==> src/rtl/ex_muldiv_pkg.sv <==
// Shared opcode/funct constants and state type for the EX-stage multiply/divide unit.
package ex_muldiv_pkg;

  localparam logic [5:0] RTYPE  = 6'h00;
  localparam logic [5:0] F_MFHI  = 6'h10;
  localparam logic [5:0] F_MTHI  = 6'h11;
  localparam logic [5:0] F_MFLO  = 6'h12;
  localparam logic [5:0] F_MTLO  = 6'h13;
  localparam logic [5:0] F_MULT  = 6'h18;
  localparam logic [5:0] F_MULTU = 6'h19;
  localparam logic [5:0] F_DIV   = 6'h1A;
  localparam logic [5:0] F_DIVU  = 6'h1B;

  typedef enum logic {S_IDLE, S_RUN} state_t;

  // Any HI/LO-touching op; these are the ones that must wait for a running operation.
  function automatic logic is_muldiv_funct(input logic [5:0] f);
    return (f == F_MFHI) || (f == F_MTHI) || (f == F_MFLO) || (f == F_MTLO) ||
           (f == F_MULT) || (f == F_MULTU) || (f == F_DIV) || (f == F_DIVU);
  endfunction

  function automatic logic is_start_funct(input logic [5:0] f);
    return (f == F_MULT) || (f == F_MULTU) || (f == F_DIV) || (f == F_DIVU);
  endfunction

endpackage

==> src/rtl/ex_muldiv_iter.sv <==
// One-bit-per-cycle datapath: radix-2 shift-add multiply and restoring divide on magnitudes.
module muldiv_iter #(
  parameter int WIDTH = 32
) (
  input  logic                 clk,
  input  logic                 rst_n,
  input  logic                 i_load,
  input  logic                 i_step,
  input  logic                 i_is_div,
  input  logic [WIDTH-1:0]     i_a_mag,
  input  logic [WIDTH-1:0]     i_b_mag,
  output logic [2*WIDTH-1:0]   o_acc_next
);

  // r_acc holds {partial product, multiplier} or {remainder, dividend/quotient}.
  logic [2*WIDTH-1:0] r_acc;
  logic [WIDTH-1:0]   r_opnd;
  logic               r_is_div;
  logic [WIDTH:0]     w_sum;
  logic [WIDTH:0]     w_shl_hi;
  logic [WIDTH:0]     w_diff;

  always_comb begin
    w_sum    = {1'b0, r_acc[2*WIDTH-1:WIDTH]} + {1'b0, r_opnd};
    w_shl_hi = r_acc[2*WIDTH-1:WIDTH-1];
    w_diff   = w_shl_hi - {1'b0, r_opnd};
    o_acc_next = {1'b0, r_acc[2*WIDTH-1:1]};
    if (r_is_div) begin
      // Borrow out of the trial subtract means the divisor did not fit: restore.
      if (!w_diff[WIDTH]) o_acc_next = {w_diff[WIDTH-1:0], r_acc[WIDTH-2:0], 1'b1};
      else                o_acc_next = {w_shl_hi[WIDTH-1:0], r_acc[WIDTH-2:0], 1'b0};
    end else if (r_acc[0]) begin
      o_acc_next = {w_sum, r_acc[WIDTH-1:1]};
    end
  end

  always_ff @(posedge clk) begin
    if (!rst_n) begin
      r_acc    <= '0;
      r_opnd   <= '0;
      r_is_div <= 1'b0;
    end else if (i_load) begin
      r_acc    <= {{WIDTH{1'b0}}, (i_is_div ? i_a_mag : i_b_mag)};
      r_opnd   <= i_is_div ? i_b_mag : i_a_mag;
      r_is_div <= i_is_div;
    end else if (i_step) begin
      r_acc    <= o_acc_next;
    end
  end

endmodule

==> src/rtl/ex_muldiv.sv <==
// EX-stage HI/LO unit: op decode, stall generation, iteration FSM and signed fix-up on the final write.
//   state  | meaning
//   IDLE   | no operation in flight; MT*/MF* and new starts accepted
//   RUN    | iterating, r_cnt = step index 0..WIDTH-1; HI/LO ops stall
module ex_muldiv
  import ex_muldiv_pkg::*;
#(
  parameter int WIDTH = 32
) (
  input  logic             clk,
  input  logic             rst_n,
  input  logic             valid,
  input  logic [5:0]       opcode,
  input  logic [5:0]       funct,
  input  logic [WIDTH-1:0] rs_data,
  input  logic [WIDTH-1:0] rt_data,
  input  logic             flush,
  output logic             busy,
  output logic             stall,
  output logic [WIDTH-1:0] result,
  output logic [WIDTH-1:0] hi,
  output logic [WIDTH-1:0] lo
);

  localparam int CW = $clog2(WIDTH);
  localparam logic [CW-1:0] LAST_STEP = CW'(WIDTH - 1);

  state_t             r_state;
  logic [CW-1:0]      r_cnt;
  logic [WIDTH-1:0]   r_hi, r_lo, r_rs;
  logic               r_is_div, r_signed, r_sa, r_sb, r_b_zero;
  logic               w_rtype, w_busy, w_start, w_op_div, w_op_signed, w_neg;
  logic [WIDTH-1:0]   w_a_mag, w_b_mag, w_quo, w_rem, w_hi_fin, w_lo_fin;
  logic [2*WIDTH-1:0] w_acc_next, w_prod;

  assign w_busy      = (r_state == S_RUN);
  assign busy        = w_busy;
  assign hi          = r_hi;
  assign lo          = r_lo;
  assign w_rtype     = valid && (opcode == RTYPE);
  assign stall       = rst_n && w_busy && w_rtype && is_muldiv_funct(funct);
  assign w_start     = w_rtype && !w_busy && !flush && is_start_funct(funct);
  assign w_op_div    = (funct == F_DIV) || (funct == F_DIVU);
  assign w_op_signed = (funct == F_MULT) || (funct == F_DIV);
  assign w_a_mag     = (w_op_signed && rs_data[WIDTH-1]) ? -rs_data : rs_data;
  assign w_b_mag     = (w_op_signed && rt_data[WIDTH-1]) ? -rt_data : rt_data;

  muldiv_iter #(.WIDTH(WIDTH)) u_iter (
    .clk        (clk),
    .rst_n      (rst_n),
    .i_load     (w_start),
    .i_step     (w_busy),
    .i_is_div   (w_op_div),
    .i_a_mag    (w_a_mag),
    .i_b_mag    (w_b_mag),
    .o_acc_next (w_acc_next)
  );

  always_comb begin
    result = '0;
    if (rst_n && w_rtype && !stall) begin
      if (funct == F_MFHI)      result = r_hi;
      else if (funct == F_MFLO) result = r_lo;
    end
  end

  // Sign fix-up works on the final step's combinational output so the write costs no extra cycle.
  always_comb begin
    w_neg  = r_signed && (r_sa ^ r_sb);
    w_prod = w_neg ? -w_acc_next : w_acc_next;
    w_quo  = w_neg ? -w_acc_next[WIDTH-1:0] : w_acc_next[WIDTH-1:0];
    w_rem  = (r_signed && r_sa) ? -w_acc_next[2*WIDTH-1:WIDTH] : w_acc_next[2*WIDTH-1:WIDTH];
    if (!r_is_div) begin
      w_hi_fin = w_prod[2*WIDTH-1:WIDTH];
      w_lo_fin = w_prod[WIDTH-1:0];
    end else if (r_b_zero) begin
      w_hi_fin = r_rs;
      w_lo_fin = '1;
    end else begin
      w_hi_fin = w_rem;
      w_lo_fin = w_quo;
    end
  end

  always_ff @(posedge clk) begin
    if (!rst_n) begin
      r_state  <= S_IDLE;
      r_cnt    <= '0;
      r_hi     <= '0;
      r_lo     <= '0;
      r_rs     <= '0;
      r_is_div <= 1'b0;
      r_signed <= 1'b0;
      r_sa     <= 1'b0;
      r_sb     <= 1'b0;
      r_b_zero <= 1'b0;
    end else begin
      case (r_state)
        S_IDLE: begin
          if (w_rtype && !flush) begin
            if (funct == F_MTHI) r_hi <= rs_data;
            if (funct == F_MTLO) r_lo <= rs_data;
          end
          if (w_start) begin
            r_state  <= S_RUN;
            r_cnt    <= '0;
            r_rs     <= rs_data;
            r_is_div <= w_op_div;
            r_signed <= w_op_signed;
            r_sa     <= rs_data[WIDTH-1];
            r_sb     <= rt_data[WIDTH-1];
            r_b_zero <= (rt_data == '0);
          end
        end
        S_RUN: begin
          if (flush) begin
            r_state <= S_IDLE;
          end else if (r_cnt == LAST_STEP) begin
            r_state <= S_IDLE;
            r_hi    <= w_hi_fin;
            r_lo    <= w_lo_fin;
          end else begin
            r_cnt   <= r_cnt + 1'b1;
          end
        end
        default: r_state <= S_IDLE;
      endcase
    end
  end

endmodule

==> config.mk <==
export PLATFORM = sky130hd
export DESIGN_NAME = ex_muldiv
export DESIGN_NICKNAME = d
export VERILOG_FILES = /design/src/rtl/ex_muldiv_pkg.sv /design/src/rtl/ex_muldiv_iter.sv /design/src/rtl/ex_muldiv.sv
export SDC_FILE = /design/constraint.sdc
export NUM_CORES = 1
export LEC_CHECK = 0
export ABC_AREA = 1
export BUFFER_PORTS_ARGS = -buffer_cell sky130_fd_sc_hd__buf_2
export CORE_AREA = 2 2 194 196
export DETAILED_ROUTE_END_ITERATION = 8
export DIE_AREA = 0 0 196 198
export PLACE_DENSITY = 0.76
export SLEW_MARGIN = 20
export SYNTH_ARGS = -nofsm -noshare
export SYNTH_HDL_FRONTEND = slang
export SYNTH_HIERARCHICAL = 1
export SYNTH_SLANG_ARGS = --single-unit
export TNS_END_PERCENT = 10
==> constraint.sdc <==
create_clock -name clk -period 4.2 [get_ports clk]
set_clock_uncertainty 0.15 [all_clocks]
set_input_delay 0 -clock clk [delete_from_list [all_inputs] [get_ports clk]]
set_output_delay 0 -clock clk [all_outputs]
set_load 0.02 [all_outputs]
* Yosys cells after proc, flatten, opt, wreduce, memory -nomap -nowiden
Cells that the tools add are included.
** Operators by class
- Shift operators :: 0
- $lt $le $gt $ge :: 0
- $add $sub $neg :: 8
- Equal/unequal tests :: 16
- Mux-type cells :: 37
- Bitwise gates (word level) :: 3
- Reduce and logical (&&, ||, !) cells :: 37
- Multiply operators :: 0
- Divide/modulo/power cells :: 0
** Operator list (count)
- $mux 32 :: 23
- $mux 64 :: 4
- $neg 32->32 :: 4
- $pmux 32 s2 :: 2
- $neg 64->64 :: 1
- $eq 6x5->1 const B :: 8
- $add 32x32->33 :: 1
- $sub 33x32->33 :: 1
- $logic_not 32->1 :: 1
- $mux 5 :: 3
- $logic_and 1x1->1 :: 14
- $logic_or 1x1->1 :: 12
- $ne 2x2->1 const B :: 5
- $pmux 5 s2 :: 1
- $reduce_and 4->1 :: 2
- $logic_not 6->1 :: 1
- $add 5x1->5 const B :: 1
- $eq 5x5->1 const B :: 1
- $ne 2x1->1 const B :: 2
- $logic_not 1->1 :: 3
- $mux 1 :: 3
- $reduce_and 3->1 :: 1
- $not 1->1 :: 2
- $pmux 1 s2 :: 1
- 4 further kinds :: 4
** Storage, ports and cells
- Bits of input ports :: 80
- Memories :: 0
- Register bits :: 204
- Bits in writable memories :: 0
- Latch bits :: 0
- Memory bits (read-only) :: 0

* Longest topological paths before layout
- Depth in word-level cells :: 12
- Gate-level depth with buffers :: 33

* By module
Netlist, hierarchy kept.
** Modules (own cells, without submodules)
- muldiv_iter :: cells each 1931, instances 1, area each 10780.3 um^2
- ex_muldiv :: cells each 1804, instances 1, area each 9932.0 um^2

* Worst setup path before layout
No wires, ideal clock.
- Path type :: register to register
- Start :: register u_iter.r_acc[31]
- End :: register r_hi[30], in the netlist hi[30]
- Stages on the path, launching flop included :: 32
- Data required time :: 3933 ps
- Path slack :: 592 ps
- Period minus slack after synthesis :: 3608 ps
- Path buffers :: 1
- Arrival time :: 3341 ps
- Cell sequence :: dfxtp_1 inv_1 ha_1 fa_1 inv_1 nand2_1 nand2_1 nand3_1 nand2_2 nand2_2 nand2_4 nand2_4 nand3_2 nand2_8 buf_8 nand2_1 nand3_1 nand2_1 inv_2 ha_1 nand2_1 inv_1 nand2_1 nand2_1 o21ai_0 inv_1 nand3_1 nand2_1 o21ai_0 nand2_1 nand2_1 a21oi_1
** Between the ends
- Cells in the longest elaborated chain, start to end :: 10
- Elaborated cells on any way between the ends :: 13
** Ends and longest elaborated chain
- start, declared :: RTL line ex_muldiv_iter.sv:16 : logic [2*WIDTH-1:0] r_acc;
- start signal, assigned :: RTL line ex_muldiv_iter.sv:43 : r_acc <= {{WIDTH{1'b0}}, (i_is_div ? i_a_mag : i_b_mag)};
- start signal, assigned :: RTL line ex_muldiv_iter.sv:47 : r_acc <= o_acc_next;
- $sub 33x32->33 :: RTL line ex_muldiv_iter.sv:26 : w_diff = w_shl_hi - {1'b0, r_opnd};
- $mux 64 (*) :: RTL line ex_muldiv_iter.sv:30 : if (!w_diff[WIDTH]) o_acc_next = {w_diff[WIDTH-1:0], r_acc[WIDTH-2:0], 1'b1};
- $mux 64 (*) :: RTL line ex_muldiv_iter.sv:28 : if (r_is_div) begin
- via w_acc_next[32] :: RTL line ex_muldiv.sv:34 : logic [2*WIDTH-1:0] w_acc_next, w_prod;
- $neg 32->32 :: RTL line ex_muldiv.sv:72 : w_rem = (r_signed && r_sa) ? -w_acc_next[2*WIDTH-1:WIDTH] : w_acc_next[2*WIDTH-1:WIDTH];
- $mux 32 :: RTL line ex_muldiv.sv:72
- $mux 32 :: RTL line ex_muldiv.sv:76 : end else if (r_b_zero) begin
- $mux 32 (*) :: RTL line ex_muldiv.sv:73 : if (!r_is_div) begin
- $mux 32 (*) :: RTL line ex_muldiv.sv:118 : end else if (r_cnt == LAST_STEP) begin
- $mux 32 (*) :: RTL line ex_muldiv.sv:116 : if (flush) begin
- $pmux 32 s2 (*) :: RTL line ex_muldiv.sv:98 : case (r_state)
- end signal, assigned :: RTL line ex_muldiv.sv:101 : if (funct == F_MTHI) r_hi <= rs_data;
- end signal, assigned :: RTL line ex_muldiv.sv:120 : r_hi <= w_hi_fin;
- end, declared :: RTL line ex_muldiv.sv:30 : logic [WIDTH-1:0] r_hi, r_lo, r_rs;
Mark *: on every way through the listed nets, which the timed path passes. The rest lies on a longest branch. The select of a mux whose other input is x is not followed.
A chain may end at the register's enable or synchronous reset.

* Worst setup path in the final report
- Start :: register u_iter.r_acc[31]
- End :: register r_hi[8], in the netlist hi[8]
** Between the ends
- Elaborated cells on any way between the ends :: 13
** RTL lines
- $sub 33x32->33 :: RTL line ex_muldiv_iter.sv:26
- $mux 64 :: RTL line ex_muldiv_iter.sv:30
- $mux 64 :: RTL line ex_muldiv_iter.sv:28
- via w_acc_next[0] :: RTL line ex_muldiv.sv:34
- $neg 64->64 :: RTL line ex_muldiv.sv:70 : w_prod = w_neg ? -w_acc_next : w_acc_next;
- $mux 64 :: RTL line ex_muldiv.sv:70
- $mux 32 :: RTL line ex_muldiv.sv:73
- $mux 32 :: RTL line ex_muldiv.sv:118
- $mux 32 :: RTL line ex_muldiv.sv:116
- $pmux 32 s2 :: RTL line ex_muldiv.sv:98
The timed path passes the listed nets, and every way through them passes these cells. The select of a mux whose other input is x is not followed.

==> reports/summary.txt <==
==================================================================================
NetSw                                                                      1212 µW
Worst reg-to-reg setup slack                                               0.12 ns
Asr flop ratio synth                                                            0%
Areal power density over the cells                                    194.7 mW/mm²
Max Fanout on Critical Path                                                      9
Worst hold path depth                                                            7
Initial antenna violation count                                                  1
CTS buffer count                                                                25
Unrepaired setup endpoints after global routing                                yes
Total of max-cap violations                                                      0
Post-Route WL                                                             84.48 mm
Switching Fraction                                                          25.78%
Post-DR vias/cell                                                            5.847
Post-Place Setup Slack                                                 -0.01326 ns
HPWL after detailed placement                                             64.49 mm
Most frequently used flop master after synthesis                      sky130_fd_sc_hd__dfxtp_1
Routed via count                                                             25890
Core footprint                                                         0.03696 mm²
Clock network latency to the later pin of the worst-skew pair              0.56 ns
Share of power burned in registers                                           40.9%
Clock tree from TritonCTS                                                    built
Slew Limit Headroom                                                         27.04%
Final number of hold-violating endpoints                                         0
Number of cells on the critical path                                            29
Part of the total power dissipated in the clock network                      50.9%
ANT nets after route                                                             0
DRC violations left                                                              0
Fraction of post-synthesis cell area in the top cell type by area           19.62%
DRC marker count from the first detailed-route iteration                      3511
Number of filler instances in the final layout                                3596
Worst EP arrival                                                           4.40 ns
Number of failing setup endpoints in the final timing report                     0
Fraction of layout instances using a drive strength above 1                 12.47%
Final cycle utilization of the critical path                                97.04%
Maximum clock frequency                                                 0.2454 GHz
Count of cell types in the netlist                                              54
Number of max-slew violations in the final report                                0
Part of the power in combinational logic                                      8.2%
Dominant cell type by area after synthesis                            sky130_fd_sc_hd__dfxtp_1
Synthesized instance count                                                    3735
Post-synthesis instance area                                           0.02071 mm²
Number of I/O pins                                                             178
Die footprint                                                          0.03881 mm²
Cell Rows                                                                       71
N_diodes                                                                         0
Class of the tightest hold or removal check                           input port to register
Critical Path RT                                                           4.52 ns
Worst-case vdd ir drop                                                   0.2573 mV
Wire length of the first global-routing pass                              125.5 mm
Final global-route overflow total                                                0
List of most frequent post-synthesis cells                            sky130_fd_sc_hd__nand2_1, sky130_fd_sc_hd__inv_1, sky130_fd_sc_hd__nor2_1, sky130_fd_sc_hd__a21oi_1, sky130_fd_sc_hd__o21ai_0
Detail-routed net length per standard cell                                19.08 µm
Cell repeated most along the worst path                               sky130_fd_sc_hd__nand2_1
Signed area change from the synthesized netlist to the final layout         16.57%
Slew at the pin closest to its max-slew limit                             1.093 ns
#FFs+latches synth                                                             203
Slowest-stage cell, CP                                                sky130_fd_sc_hd__fa_2
Fin crit period                                                           4.076 ns
Fraction of the core area covered by cells at the end of the flow           65.33%
Critical path start-end classification                                register to register
Horizontal die dimension                                                    196 µm
Initial Util                                                                56.05%
Vias in the first global route                                               22622
# clock sinks                                                                  203
Number of enable-type register cells in the synthesized netlist                  0
Total nets after synthesis                                                    3887
Maximum number of pins on one net before global-route repair                    92
Number of buffers between clock root and the deepest sink                        3
Type of origin of the critical path                                       register
Setup slack after layout                                                 0.1244 ns
Clock-pin transition on the worst setup and hold timing paths              0.06 ns
Register-to-Register Path Depth                                                 29
Synth top area cells                                                  sky130_fd_sc_hd__dfxtp_1, sky130_fd_sc_hd__nand2_1, sky130_fd_sc_hd__inv_1, sky130_fd_sc_hd__nor2_1, sky130_fd_sc_hd__a21oi_1
Port buffer count                                                              177
Buffer cell driving the clock tree root                               sky130_fd_sc_hd__clkbuf_16
Proportion of synthesized chip area in sequential cells                     19.62%
Length of the first detailed-routing pass in iterations                          9
Top-count cell post-synth                                             sky130_fd_sc_hd__nand2_1
RD Place Congestion                                                          1.109
Cell Int Power                                                             3490 µW
Global-route usage over all layers                                          41.75%
Outcome                                                               complete, no violations
Cell family with most CP delay                                        simple AND/OR/NAND/NOR gates
Max incr delay on CP                                                       0.36 ns
Final-stage net count                                                         4088
Height of the die                                                           198 µm
Maximum level of the CTS H-tree                                                  1
Number of buffers and inverters on the critical path                             5
Storage element area                                                  0.004071 mm²
Worst Setup End Kind                                                      register
Avg Synthesized Cell Area                                                5.545 µm²
Area taken by multi-input logic gates                                  0.01434 mm²
Synthesis warning total                                                          6
Static leakage                                                          0.01313 µW
==================================================================================
==> metrics by stage <==
step	hold WS [ns]	instances	setup TNS (ns)	total power [µW]	instance area, µm²
2_1_floorplan	-0.01128	3735	0	2135	20710
3_3_place_gp	0.1811	4306	-0.006291	2282	22140
3_5_place_dp	0.1950	4306	-0.01595	2283	22140
4_1_cts	0.008111	4417	0	4666	23690
5_1_grt	0.06360	4428	-0.4764	4787	24140
6_report	0.03094	4428	0	4702	24140
==> cell usage in the layout, fill, tap and decap left out, types with 13 or more instances in the layout <==
cell	count
sky130_fd_sc_hd__a21oi_1	316
sky130_fd_sc_hd__a22oi_1	32
sky130_fd_sc_hd__buf_2	176
sky130_fd_sc_hd__buf_4	81
sky130_fd_sc_hd__clkbuf_16	25
sky130_fd_sc_hd__dfxtp_1	201
sky130_fd_sc_hd__dlygate4sd3_1	66
sky130_fd_sc_hd__ha_1	64
sky130_fd_sc_hd__inv_1	525
sky130_fd_sc_hd__inv_2	16
sky130_fd_sc_hd__nand2_1	1045
sky130_fd_sc_hd__nand2_2	51
sky130_fd_sc_hd__nand2_4	13
sky130_fd_sc_hd__nand3_1	202
sky130_fd_sc_hd__nand3_2	28
sky130_fd_sc_hd__nand4_1	32
sky130_fd_sc_hd__nor2_1	411
sky130_fd_sc_hd__nor2_2	30
sky130_fd_sc_hd__nor2_4	19
sky130_fd_sc_hd__nor3_1	31
sky130_fd_sc_hd__o211ai_1	38
sky130_fd_sc_hd__o21ai_0	278
sky130_fd_sc_hd__o21ai_1	21
sky130_fd_sc_hd__o22ai_1	33
sky130_fd_sc_hd__xnor2_1	23
sky130_fd_sc_hd__xor2_1	77
==> layout make-up <==
type / count / area share [%]
clock inverters: 13 / 0.8602
well taps: 474 / 2.456
flip-flops and latches: 203 / 16.86
inverters: 544 / 8.457
multi-input cells: 2835 / 59.40
clock buffers: 32 / 2.783
repair buffers: 327 / 9.178
==> worst min-delay path, cell delays in order <==
cell                       delay [ns]
sky130_fd_sc_hd__buf_2           0.11
sky130_fd_sc_hd__inv_1           0.06
sky130_fd_sc_hd__xor2_1          0.17
sky130_fd_sc_hd__o21ai_0         0.13
sky130_fd_sc_hd__nand2_1         0.09
sky130_fd_sc_hd__o211ai_1        0.08
sky130_fd_sc_hd__inv_1           0.06
==> cells by family (layout without fill, tap and decap cells) <==
| group | after synthesis | count (layout) | synth area share (%) |
|---|---|---|---|
| buffers and inverters | 700 | 916 | 13.18 |
| XOR/XNOR | 100 | 100 | 4.229 |
| adder cells (fa/ha/maj) | 72 | 72 | 4.422 |
| AO/OA/AOI/OAI | 763 | 763 | 20.06 |
| flip-flops | 203 | 203 | 19.62 |
| AND/OR/NAND/NOR | 1897 | 1900 | 38.49 |
==> power by group through the flow <==
stage	combinational [µW]	clock, µW	sequential [µW]
2_1_floorplan	167	0	1970
3_3_place_gp	314	0	1970
3_5_place_dp	315	0	1970
4_1_cts	357	2380	1920
5_1_grt	401	2460	1920
6_report	385	2390	1920
==> registers in the layout (all words and copies together), names as in the netlist, 5 cells and up <==
| name | flops |
|---|---|
| lo | 32 |
| hi | 32 |
| u_iter/r_acc | 64 |
| r_cnt | 5 |
| u_iter/r_opnd | 32 |
| r_rs | 32 |
==> timing repair <==
item / in CTS / in global routing
gates cloned: 0 / 3
setup endpoints to repair: 2 / 36
pin swaps: 0 / 12
hold endpoints to repair: 142 / 0
buffers inserted: 0 / 8
resized for setup: 1 / 107
hold buffers: 66 / 0
==> layer usage <==
metal	vias up	global-route usage, %	wire (µm)
met3	383	7.546	9355
met5	-	0	15
met2	1592	64.44	35160
met1	11534	52.40	32410
met4	2	30.50	7542
li1	12379	-	-
==> final timing paths <==
path	from	to
worst max-delay path	u_iter/r_acc[31]	hi[8]
worst min-delay path	rt_data[4]	u_iter/r_acc[4]
worst max register to register	u_iter/r_acc[31]	hi[8]
worst min register to register	r_cnt[4]	r_cnt[4]
Power figures use the tool's default switching activity.
